$ cat config.mk
export PLATFORM = sky130hd
export DESIGN_NAME = sid_bus_writer
export DESIGN_NICKNAME = d
export VERILOG_FILES = /design/src/rtl/espsid_pkg.sv /design/src/rtl/sid_write_fifo.sv /design/src/rtl/sid_bus_writer.sv
export SDC_FILE = /design/constraint.sdc
export NUM_CORES = 1
export LEC_CHECK = 0
export BUFFER_PORTS_ARGS = -buffer_cell sky130_fd_sc_hd__buf_2
export CAP_MARGIN = 20
export CORE_UTILIZATION = 58
export DETAILED_ROUTE_END_ITERATION = 10
export PLACE_DENSITY = 0.78
export SLEW_MARGIN = 20
export SYNTH_ARGS = -nofsm -noshare
export SYNTH_HDL_FRONTEND = slang
export SYNTH_SLANG_ARGS = --single-unit
$ cat constraint.sdc
create_clock -name clk -period 4.4 [get_ports clk]
set_clock_uncertainty 0.1 [all_clocks]
set_input_delay 0.88 -clock clk [delete_from_list [all_inputs] [get_ports clk]]
set_output_delay 0.88 -clock clk [all_outputs]
set_load 0.05 [all_outputs]
$ cat src/rtl/espsid_pkg.sv
// Shared types for the SID bus writer: bus widths, write-cycle FSM states and
// the buffered write-request format.
package espsid_pkg;

  localparam int SID_ADDR_W = 5;
  localparam int SID_DATA_W = 8;

  typedef enum logic [2:0] {
    IDLE,
    SETUP,
    STROBE,
    HOLD,
    RELEASE
  } sid_state_e;

  typedef struct packed {
    logic [SID_ADDR_W-1:0] addr;
    logic [SID_DATA_W-1:0] data;
  } sid_wr_req_t;

  localparam int SID_REQ_W = $bits(sid_wr_req_t);

endpackage

$ cat src/rtl/sid_write_fifo.sv
// Synchronous request FIFO with registered occupancy; read data is the current head,
// so a pop only ever consumes an entry that was already stored.
module sid_write_fifo #(
  parameter int DEPTH = 4,
  parameter int WIDTH = 13
) (
  input  logic             clk,
  input  logic             rst,
  input  logic             push,
  input  logic             pop,
  input  logic [WIDTH-1:0] din,
  output logic [WIDTH-1:0] dout,
  output logic             full,
  output logic             empty,
  output logic             empty_nxt
);

  localparam int AW = (DEPTH > 1) ? $clog2(DEPTH) : 1;

  logic [AW-1:0]    wr_ptr_q, wr_ptr_d;
  logic [AW-1:0]    rd_ptr_q, rd_ptr_d;
  logic [AW:0]      count_q, count_d;
  logic [WIDTH-1:0] mem_q [DEPTH];
  logic             do_push, do_pop;

  assign full  = (count_q == (AW+1)'(DEPTH));
  assign empty = (count_q == '0);
  assign dout  = mem_q[rd_ptr_q];

  always_comb begin
    do_push   = push && !full;
    do_pop    = pop && !empty;
    wr_ptr_d  = wr_ptr_q + AW'(do_push);
    rd_ptr_d  = rd_ptr_q + AW'(do_pop);
    count_d   = count_q + (AW+1)'(do_push) - (AW+1)'(do_pop);
    empty_nxt = (count_d == '0);
  end

  always_ff @(posedge clk) begin
    if (!rst) begin
      wr_ptr_q <= '0;
      rd_ptr_q <= '0;
      count_q  <= '0;
    end else begin
      wr_ptr_q <= wr_ptr_d;
      rd_ptr_q <= rd_ptr_d;
      count_q  <= count_d;
    end
  end

  // Storage needs no reset: the pointers define which entries are valid.
  always_ff @(posedge clk) begin
    if (do_push) mem_q[wr_ptr_q] <= din;
  end

endmodule

$ cat src/rtl/sid_bus_writer.sv
// Generates the SID phase-2 clock and SID reset, and turns buffered register writes
// into bus cycles: IDLE -> SETUP (addr/data out) -> STROBE (cs_n low) -> HOLD -> RELEASE.
module sid_bus_writer
  import espsid_pkg::*;
#(
  parameter int CLK_DIV    = 8,
  parameter int FIFO_DEPTH = 4,
  parameter int RES_CYCLES = 10
) (
  input  logic                  clk,
  input  logic                  rst,
  input  logic                  wr_valid,
  output logic                  wr_ready,
  input  logic [SID_ADDR_W-1:0] wr_addr,
  input  logic [SID_DATA_W-1:0] wr_data,
  output logic                  sid_clk,
  output logic                  sid_res_n,
  output logic                  sid_cs_n,
  output logic                  sid_rw,
  output logic [SID_ADDR_W-1:0] sid_addr,
  output logic [SID_DATA_W-1:0] sid_data,
  output logic                  sid_data_oe,
  output logic                  busy
);

  localparam int DW = $clog2(CLK_DIV);
  localparam int RW = $clog2(RES_CYCLES + 1);
  localparam logic [DW-1:0] DIV_LAST = DW'(CLK_DIV - 1);
  localparam logic [RW-1:0] RES_LAST = RW'(RES_CYCLES - 1);

  logic [DW-1:0]         div_cnt_q, div_cnt_d;
  logic                  sid_clk_q, sid_clk_d;
  logic [RW-1:0]         res_cnt_q, res_cnt_d;
  logic                  sid_res_n_q, sid_res_n_d;
  logic                  run_q;
  sid_state_e            state_q, state_d;
  logic                  sid_cs_n_q, sid_cs_n_d;
  logic                  sid_rw_q, sid_rw_d;
  logic [SID_ADDR_W-1:0] sid_addr_q, sid_addr_d;
  logic [SID_DATA_W-1:0] sid_data_q, sid_data_d;
  logic                  sid_data_oe_q, sid_data_oe_d;
  logic                  busy_q, busy_d;

  logic        div_wrap, rise_evt, fall_evt;
  logic        fifo_push, fifo_pop, fifo_full, fifo_empty, fifo_empty_nxt;
  sid_wr_req_t req_in, head;

  assign req_in.addr = wr_addr;
  assign req_in.data = wr_data;
  assign wr_ready    = run_q && !fifo_full;
  assign fifo_push   = wr_valid && wr_ready;

  sid_write_fifo #(
    .DEPTH (FIFO_DEPTH),
    .WIDTH (SID_REQ_W)
  ) u_fifo (
    .clk       (clk),
    .rst       (rst),
    .push      (fifo_push),
    .pop       (fifo_pop),
    .din       (req_in),
    .dout      (head),
    .full      (fifo_full),
    .empty     (fifo_empty),
    .empty_nxt (fifo_empty_nxt)
  );

  // rise_evt/fall_evt mark the edge on which sid_clk changes, so bus outputs move with it.
  always_comb begin
    div_wrap  = (div_cnt_q == DIV_LAST);
    div_cnt_d = div_wrap ? '0 : div_cnt_q + DW'(1);
    sid_clk_d = sid_clk_q ^ div_wrap;
    rise_evt  = div_wrap && !sid_clk_q;
    fall_evt  = div_wrap && sid_clk_q;

    res_cnt_d   = res_cnt_q;
    sid_res_n_d = sid_res_n_q;
    if (fall_evt && !sid_res_n_q) begin
      if (res_cnt_q == RES_LAST) sid_res_n_d = 1'b1;
      else                       res_cnt_d   = res_cnt_q + RW'(1);
    end
  end

  always_comb begin
    state_d       = state_q;
    sid_cs_n_d    = sid_cs_n_q;
    sid_rw_d      = sid_rw_q;
    sid_addr_d    = sid_addr_q;
    sid_data_d    = sid_data_q;
    sid_data_oe_d = sid_data_oe_q;
    fifo_pop      = 1'b0;
    case (state_q)
      IDLE: begin
        if (!fifo_empty && sid_res_n_q && fall_evt) begin
          fifo_pop      = 1'b1;
          sid_addr_d    = head.addr;
          sid_data_d    = head.data;
          sid_rw_d      = 1'b0;
          sid_data_oe_d = 1'b1;
          state_d       = SETUP;
        end
      end
      SETUP: begin
        if (rise_evt) begin
          sid_cs_n_d = 1'b0;
          state_d    = STROBE;
        end
      end
      STROBE: begin
        if (fall_evt) state_d = HOLD;
      end
      HOLD: begin
        sid_cs_n_d = 1'b1;
        state_d    = RELEASE;
      end
      RELEASE: begin
        sid_data_oe_d = 1'b0;
        sid_rw_d      = 1'b1;
        state_d       = IDLE;
      end
      default: state_d = IDLE;
    endcase
    busy_d = (state_d != IDLE) || !fifo_empty_nxt;
  end

  always_ff @(posedge clk) begin
    if (!rst) begin
      div_cnt_q     <= '0;
      sid_clk_q     <= 1'b0;
      res_cnt_q     <= '0;
      sid_res_n_q   <= 1'b0;
      run_q         <= 1'b0;
      state_q       <= IDLE;
      sid_cs_n_q    <= 1'b1;
      sid_rw_q      <= 1'b1;
      sid_addr_q    <= '0;
      sid_data_q    <= '0;
      sid_data_oe_q <= 1'b0;
      busy_q        <= 1'b0;
    end else begin
      div_cnt_q     <= div_cnt_d;
      sid_clk_q     <= sid_clk_d;
      res_cnt_q     <= res_cnt_d;
      sid_res_n_q   <= sid_res_n_d;
      run_q         <= 1'b1;
      state_q       <= state_d;
      sid_cs_n_q    <= sid_cs_n_d;
      sid_rw_q      <= sid_rw_d;
      sid_addr_q    <= sid_addr_d;
      sid_data_q    <= sid_data_d;
      sid_data_oe_q <= sid_data_oe_d;
      busy_q        <= busy_d;
    end
  end

  assign sid_clk     = sid_clk_q;
  assign sid_res_n   = sid_res_n_q;
  assign sid_cs_n    = sid_cs_n_q;
  assign sid_rw      = sid_rw_q;
  assign sid_addr    = sid_addr_q;
  assign sid_data    = sid_data_q;
  assign sid_data_oe = sid_data_oe_q;
  assign busy        = busy_q;

endmodule

# Yosys cells after proc, flatten, opt, wreduce, memory -nomap -nowiden
# Memory sizes are Yosys's and may differ from the RTL's. A register that Yosys moved wholly into a read port is not among the register bits.
# Cells that the tools add are included.
dict set report totals {
  regBits 24
  ram_bits 52
  wordCells 75
  mem_count 1
  latch_bits 0
  mem_bits_ro 0
}
# memory words word_bits rd rd_clocked_by_memory_dff wr line
set memory_table {}
lappend memory_table {u_fifo.mem_q 4 13 1 1 1 sid_write_fifo.sv:23} ;# logic [WIDTH-1:0] mem_q [DEPTH];
dict set report op_classes {
  n_mul 0
  n_div 0
  reduce_logical 28
  n_mux 15
  n_lt_le_gt_ge 0
  n_eq_ne 9
  bitwise 3
  shifts 0
  addsub 6
}
# operator count
set op_table {}
lappend op_table {{$pmux 3 s4} 1}
lappend op_table {{$reduce_and 2->1} 5}
lappend op_table {{$eq 3x3->1 const B} 3}
lappend op_table {{$logic_and 1x1->1} 9}
lappend op_table {{$logic_not 3->1} 3}
lappend op_table {{$mux 3} 3}
lappend op_table {{$mux 1} 8}
lappend op_table {{$eq 3x2->1 const B} 2}
lappend op_table {{$logic_not 1->1} 6}
lappend op_table {{$pmux 1 s2} 3}
lappend op_table {{$add 2x1->2} 2}
lappend op_table {{$add 4x1->4 const B} 1}
lappend op_table {{$eq 4x4->1 const B} 1}
lappend op_table {{$ne 2x2->1 const B} 2}
lappend op_table {{$reduce_bool 2->1} 2}
lappend op_table {{$add 3x1->3} 1}
lappend op_table {{$add 3x1->3 const B} 1}
lappend op_table {{$eq 3x1->1 const B} 1}
lappend op_table {{$reduce_bool 3->1} 1}
lappend op_table {{$sub 3x1->3} 1}
lappend op_table {{$not 1->1} 2}
lappend op_table {{$reduce_or 2->1} 1}
lappend op_table {{$logic_or 1x1->1} 1}
lappend op_table {{$xor 1x1->1} 1}

# Longest topological paths before layout
dict set report depth {
  ltp_word 11
  depth_mapped 14
}

# Modules after synthesis
# From an unflattened synthesis, not the netlist that was laid out.
dict set report hier_totals {
  hier_cells 238
  hier_area_um2 3484.6
}
# module seq_area_each_um2 cells_each n_inst area_per_inst_um2
set by_module_without_submodules {}
lappend by_module_without_submodules {sid_write_fifo 1701.6 104 1 2255.9}
lappend by_module_without_submodules {sid_bus_writer 600.6 134 1 1228.7}

# Worst setup path after synthesis
# Ideal clock, no wire load.
dict set report synth_path {
  kind {reg2reg}
  start {register sid_clk_q, in the netlist sid_clk}
  end {register busy_q, in the netlist busy}
  t_arrival_ns 2.978
  setup_time_ns 0.125
  path_slack_ns 1.197
  stages_incl_launch_ff 13
  n_path_buf 1
  required_time_ns 4.175
  path_cell_list {dfxtp_1 -> ha_1 -> clkbuf_1 -> inv_1 -> nor3_4 -> ha_1 -> inv_1 -> ha_1 -> inv_1 -> fa_1 -> xnor2_1 -> xnor2_1 -> o41a_1}
}
dict set report synth_via {
  elab_chain_len 9
  word_cells_on_any_way 16
  classes_between {1 x add/sub; 6 x mux; 9 x reduce/logical}
}
# item line
set synth_lines {}
lappend synth_lines {{start: declaration} sid_bus_writer.sv:32} ;# logic sid_clk_q, sid_clk_d;
lappend synth_lines {{start signal: assignment} sid_bus_writer.sv:142} ;# sid_clk_q <= sid_clk_d;
lappend synth_lines {{$logic_and 1x1->1} sid_bus_writer.sv:74} ;# fall_evt = div_wrap && sid_clk_q;
lappend synth_lines {{$logic_and 1x1->1} sid_bus_writer.sv:94} ;# if (!fifo_empty && sid_res_n_q && fall_evt) begin
lappend synth_lines {{$mux 1} sid_bus_writer.sv:94}
lappend synth_lines {{$mux 1} sid_bus_writer.sv:92} ;# case (state_q)
lappend synth_lines {{$logic_and 1x1->1} sid_write_fifo.sv:32} ;# do_pop = pop && !empty;
lappend synth_lines {{$sub 3x1->3} sid_write_fifo.sv:35} ;# count_d = count_q + (AW+1)'(do_push) - (AW+1)'(do_pop);
lappend synth_lines {{$logic_not 3->1} sid_write_fifo.sv:36} ;# empty_nxt = (count_d == '0);
lappend synth_lines {{$logic_not 1->1} sid_bus_writer.sv:123} ;# busy_d = (state_d != IDLE) || !fifo_empty_nxt;
lappend synth_lines {{$logic_or 1x1->1 *} sid_bus_writer.sv:123}
lappend synth_lines {{end signal: assignment} sid_bus_writer.sv:152} ;# busy_q <= busy_d;
lappend synth_lines {{end: declaration} sid_bus_writer.sv:42} ;# logic busy_q, busy_d;
# Mark *: on every way between the ends. The rest lies on a longest branch, timed or not.
# A chain may end at the register's enable or synchronous reset.

# Worst setup path after layout
dict set report layout_path {
  start {register div_cnt_q[0]}
  end {register busy_q, in the netlist busy}
}
dict set report layout_via {
  elab_chain_len 10
  word_cells_on_any_way 16
  classes_between {1 x add/sub; 1 x eq/ne; 6 x mux; 8 x reduce/logical}
}
# item line
set layout_lines {}
lappend layout_lines {{start: declaration} sid_bus_writer.sv:31} ;# logic [DW-1:0] div_cnt_q, div_cnt_d;
lappend layout_lines {{start signal: assignment} sid_bus_writer.sv:141} ;# div_cnt_q <= div_cnt_d;
lappend layout_lines {{$eq 3x3->1 *} sid_bus_writer.sv:70} ;# div_wrap = (div_cnt_q == DIV_LAST);
lappend layout_lines {{$logic_and 1x1->1} sid_bus_writer.sv:74}
lappend layout_lines {{$logic_and 1x1->1} sid_bus_writer.sv:94}
lappend layout_lines {{$mux 1} sid_bus_writer.sv:94}
lappend layout_lines {{$mux 1} sid_bus_writer.sv:92}
lappend layout_lines {{$logic_and 1x1->1} sid_write_fifo.sv:32}
lappend layout_lines {{$sub 3x1->3} sid_write_fifo.sv:35}
lappend layout_lines {{$logic_not 3->1} sid_write_fifo.sv:36}
lappend layout_lines {{$logic_not 1->1} sid_bus_writer.sv:123}
lappend layout_lines {{$logic_or 1x1->1 *} sid_bus_writer.sv:123}
# Marked as above.

==> results.tsv <==
metric	value	unit
RSZ-0062 raised after global routing	false	
final hold viol count	0	
total routed wirelength	5960	um
min Tclk post-route	3.47	ns
vias in the first global route	1995	
max frequency	288	MHz
WS Path Type	reg2reg	
CTS Buf Count	9	
pwr/cell area	385	nW/um^2
Final nets	301	
Starting Density	0.599	
initial drt markers	176	
YS warnings	0	
CTS tree	done	
Antenna diodes	0	
layout cells sized above 1	0.262	
CTS Sinks	89	
GRT overflow	0	
EDFF count, synth	52	
Internal	1.14	mW
die height	79.9	um
crit path max fanout	18	
Final Slew Violations	0	
CP endpoint kind	flip-flop	
Finish-stage setup viols	0	
Setup TNS Final	0	ns
worst slew pin tran	1.01	ns
status	finished clean	
worst min-delay path category	reg2reg	
Comb power frac	0.055	
Pre-antenna DRT Iters	4	
Worst-Skew Late Latency	0.35	ns
Critical Path RT	4.55	ns
DP Wirelength	3950	um
synthesized area	3520	um^2
post-route insts no fill	354	
cells after synthesis	240	
routed via count	2016	
Final Util	0.670	
vias per cell	5.69	
Netlist cell types	41	
Max-cap violations	0	
synth-to-layout area growth	11.9	%
Net Count, Synth	267	
Core ar.	5890	um^2
Pleak	1.40	nW
Port Buffers	35	
I/O pins	36	
clock power share	0.346	
crit start category	flip-flop	
root buf cell	clkbuf_8	
# fillers	414	
Final Cycle Share	0.790	
first-pass GRT wire length	9750	um
Post-Place Cells	338	
drt wl/cell	16.8	um
Std-Cell Rows	28	
Max Root-Sink Buffers	2	
FF+latch count, synth	89	
post-synthesis average cell area	14.7	um^2
gpl congestion	0.734	
Most used DFF post-synth	edfxtp_1	
Seq pwr share	0.599	
Area after DPL	3750	um^2
Post-CTS Setup Bufs	0	
Net Switching	0.375	mW
detailed-route DRC error count	0	
most instantiated library cell after synthesis	edfxtp_1	
CTS Hold Buffers Added	0	
ys async rst share	0	
post-CTS sizing	0	
switching portion of total power	0.247	
Synth top area share	0.443	
largest net degree at the start of global routing	28	
Synth top cells by count	edfxtp_1 (52), dfxtp_1 (37), a21oi_1 (20)	
DIE AREA	6390	um^2
antenna-violating nets left	0	
Total GRT Usage	0.205	
antenna violations before repair	0	
sequential area share after synthesis	0.653	
Reg clk slew, reported paths	0.10	ns
CP arrival	3.62	ns
ranking of synthesized cells by area	edfxtp_1 (44%), dfxtp_1 (21%), mux4_2 (8.3%)	
htree depth	3	
fin area	3940	um^2
area leader, netlist	edfxtp_1	
Max VDD drop	0.222	mV
relative slew slack	0.326	
die width	79.9	um
cell type report:
| class | count | area (um^2) | share of cell area |
|---|---|---|---|
| Multi-Input combinational cell | 128 | 1140 | 0.290 |
| Clock buffer | 9 | 124 | 0.0314 |
| Tap cell | 75 | 93.8 | 0.0238 |
| Sequential cell | 89 | 2300 | 0.584 |
| Inverter | 9 | 33.8 | 0.00857 |
| Timing Repair Buffer | 37 | 190 | 0.0482 |
| Clock inverter | 7 | 57.6 | 0.0146 |
critical path, stage by stage (launching register included):
cell and delay, ns:
dfxtp_1 0.35, ha_1 0.15, ha_1 0.23, ha_1 0.17
buf_4 0.21, inv_1 0.23, nor3_4 0.37, ha_1 0.29
inv_1 0.06, ha_1 0.13, inv_1 0.04, fa_1 0.37
xnor2_1 0.19, xnor2_1 0.10, o41a_1 0.36
kinds of logic (layout without fill, tap and decap cells):
kind of cell | Yosys count | after routing | share of synthesized area
AO/OA/AOI/OAI | 44 | 44 | 0.0785
multiplexers | 14 | 14 | 0.0859
buffers and inverters | 23 | 62 | 0.0305
flip-flops | 89 | 89 | 0.653
XOR/XNOR | 4 | 4 | 0.00994
adder cells (fa/ha/maj) | 11 | 11 | 0.0412
AND/OR/NAND/NOR | 55 | 55 | 0.101
layout by cell type, fill, tap and decap left out, drive strengths merged, types with 2 or more instances in the layout:
cell,n
nor2,7
nor3b,4
nand3b,3
or3,4
clkinv,2
nand4,13
nand2,2
clkinvlp,2
edfxtp,52
o31ai,13
o21a,2
nand3,2
or3b,2
clkbuf,9
a21oi,20
and2,5
ha,10
nand2b,2
nor3,4
o21ai,4
dfxtp,37
buf,37
and3,2
xnor2,4
mux4,13
inv,12
per-stage QoR:
step | setup WS, ns | hold WS (ns) | power, mW
final | 0.926 | 0.338 | 1.52
after global routing | 0.586 | 0.359 | 1.57
after CTS | 0.905 | 0.348 | 1.52
after detailed placement | 0.914 | 0.334 | 1.01
after global placement | 1.02 | 0.312 | 1.01
after floorplan | 1.20 | 0.304 | 0.983
flip-flops by register name, indices dropped and copies added, names as in the netlist, 2 cells and up:
register	flops
state_q	3
div_cnt_q	3
sid_addr	5
sid_data	8
res_cnt_q	4
u_fifo.mem_q	52
u_fifo.count_q	3
u_fifo.rd_ptr_q	2
u_fifo.wr_ptr_q	2
per-layer routing:
layer | up-vias | track usage | wire length, um
met4 | 0 | 0.0696 | 36
met2 | 44 | 0.322 | 2890
met5 | - | 0 | 0
li1 | 991 | - | -
met3 | 3 | 0.0366 | 211
met1 | 978 | 0.290 | 2830
power groups by stage:
stage	Combinational, mW	Sequential, mW	Clock (mW)
after CTS	0.0827	0.910	0.532
after global routing	0.0926	0.913	0.566
after detailed placement	0.0825	0.929	0
final	0.0832	0.910	0.525
after global placement	0.0792	0.927	0
after floorplan	0.0513	0.932	0
worst paths after layout:
| check | from | end | slack [ns] | cells after the start |
|---|---|---|---|---|
| hold reg to reg | div_cnt_q[0] | div_cnt_q[0] | 0.34 | 1 |
| setup reg to reg | div_cnt_q[0] | busy | 0.93 | 14 |
| hold / removal | div_cnt_q[0] | div_cnt_q[0] | 0.34 | 1 |
| setup / recovery | div_cnt_q[0] | busy | 0.93 | 14 |
No activity file was read; power rests on OpenSTA's default activity.
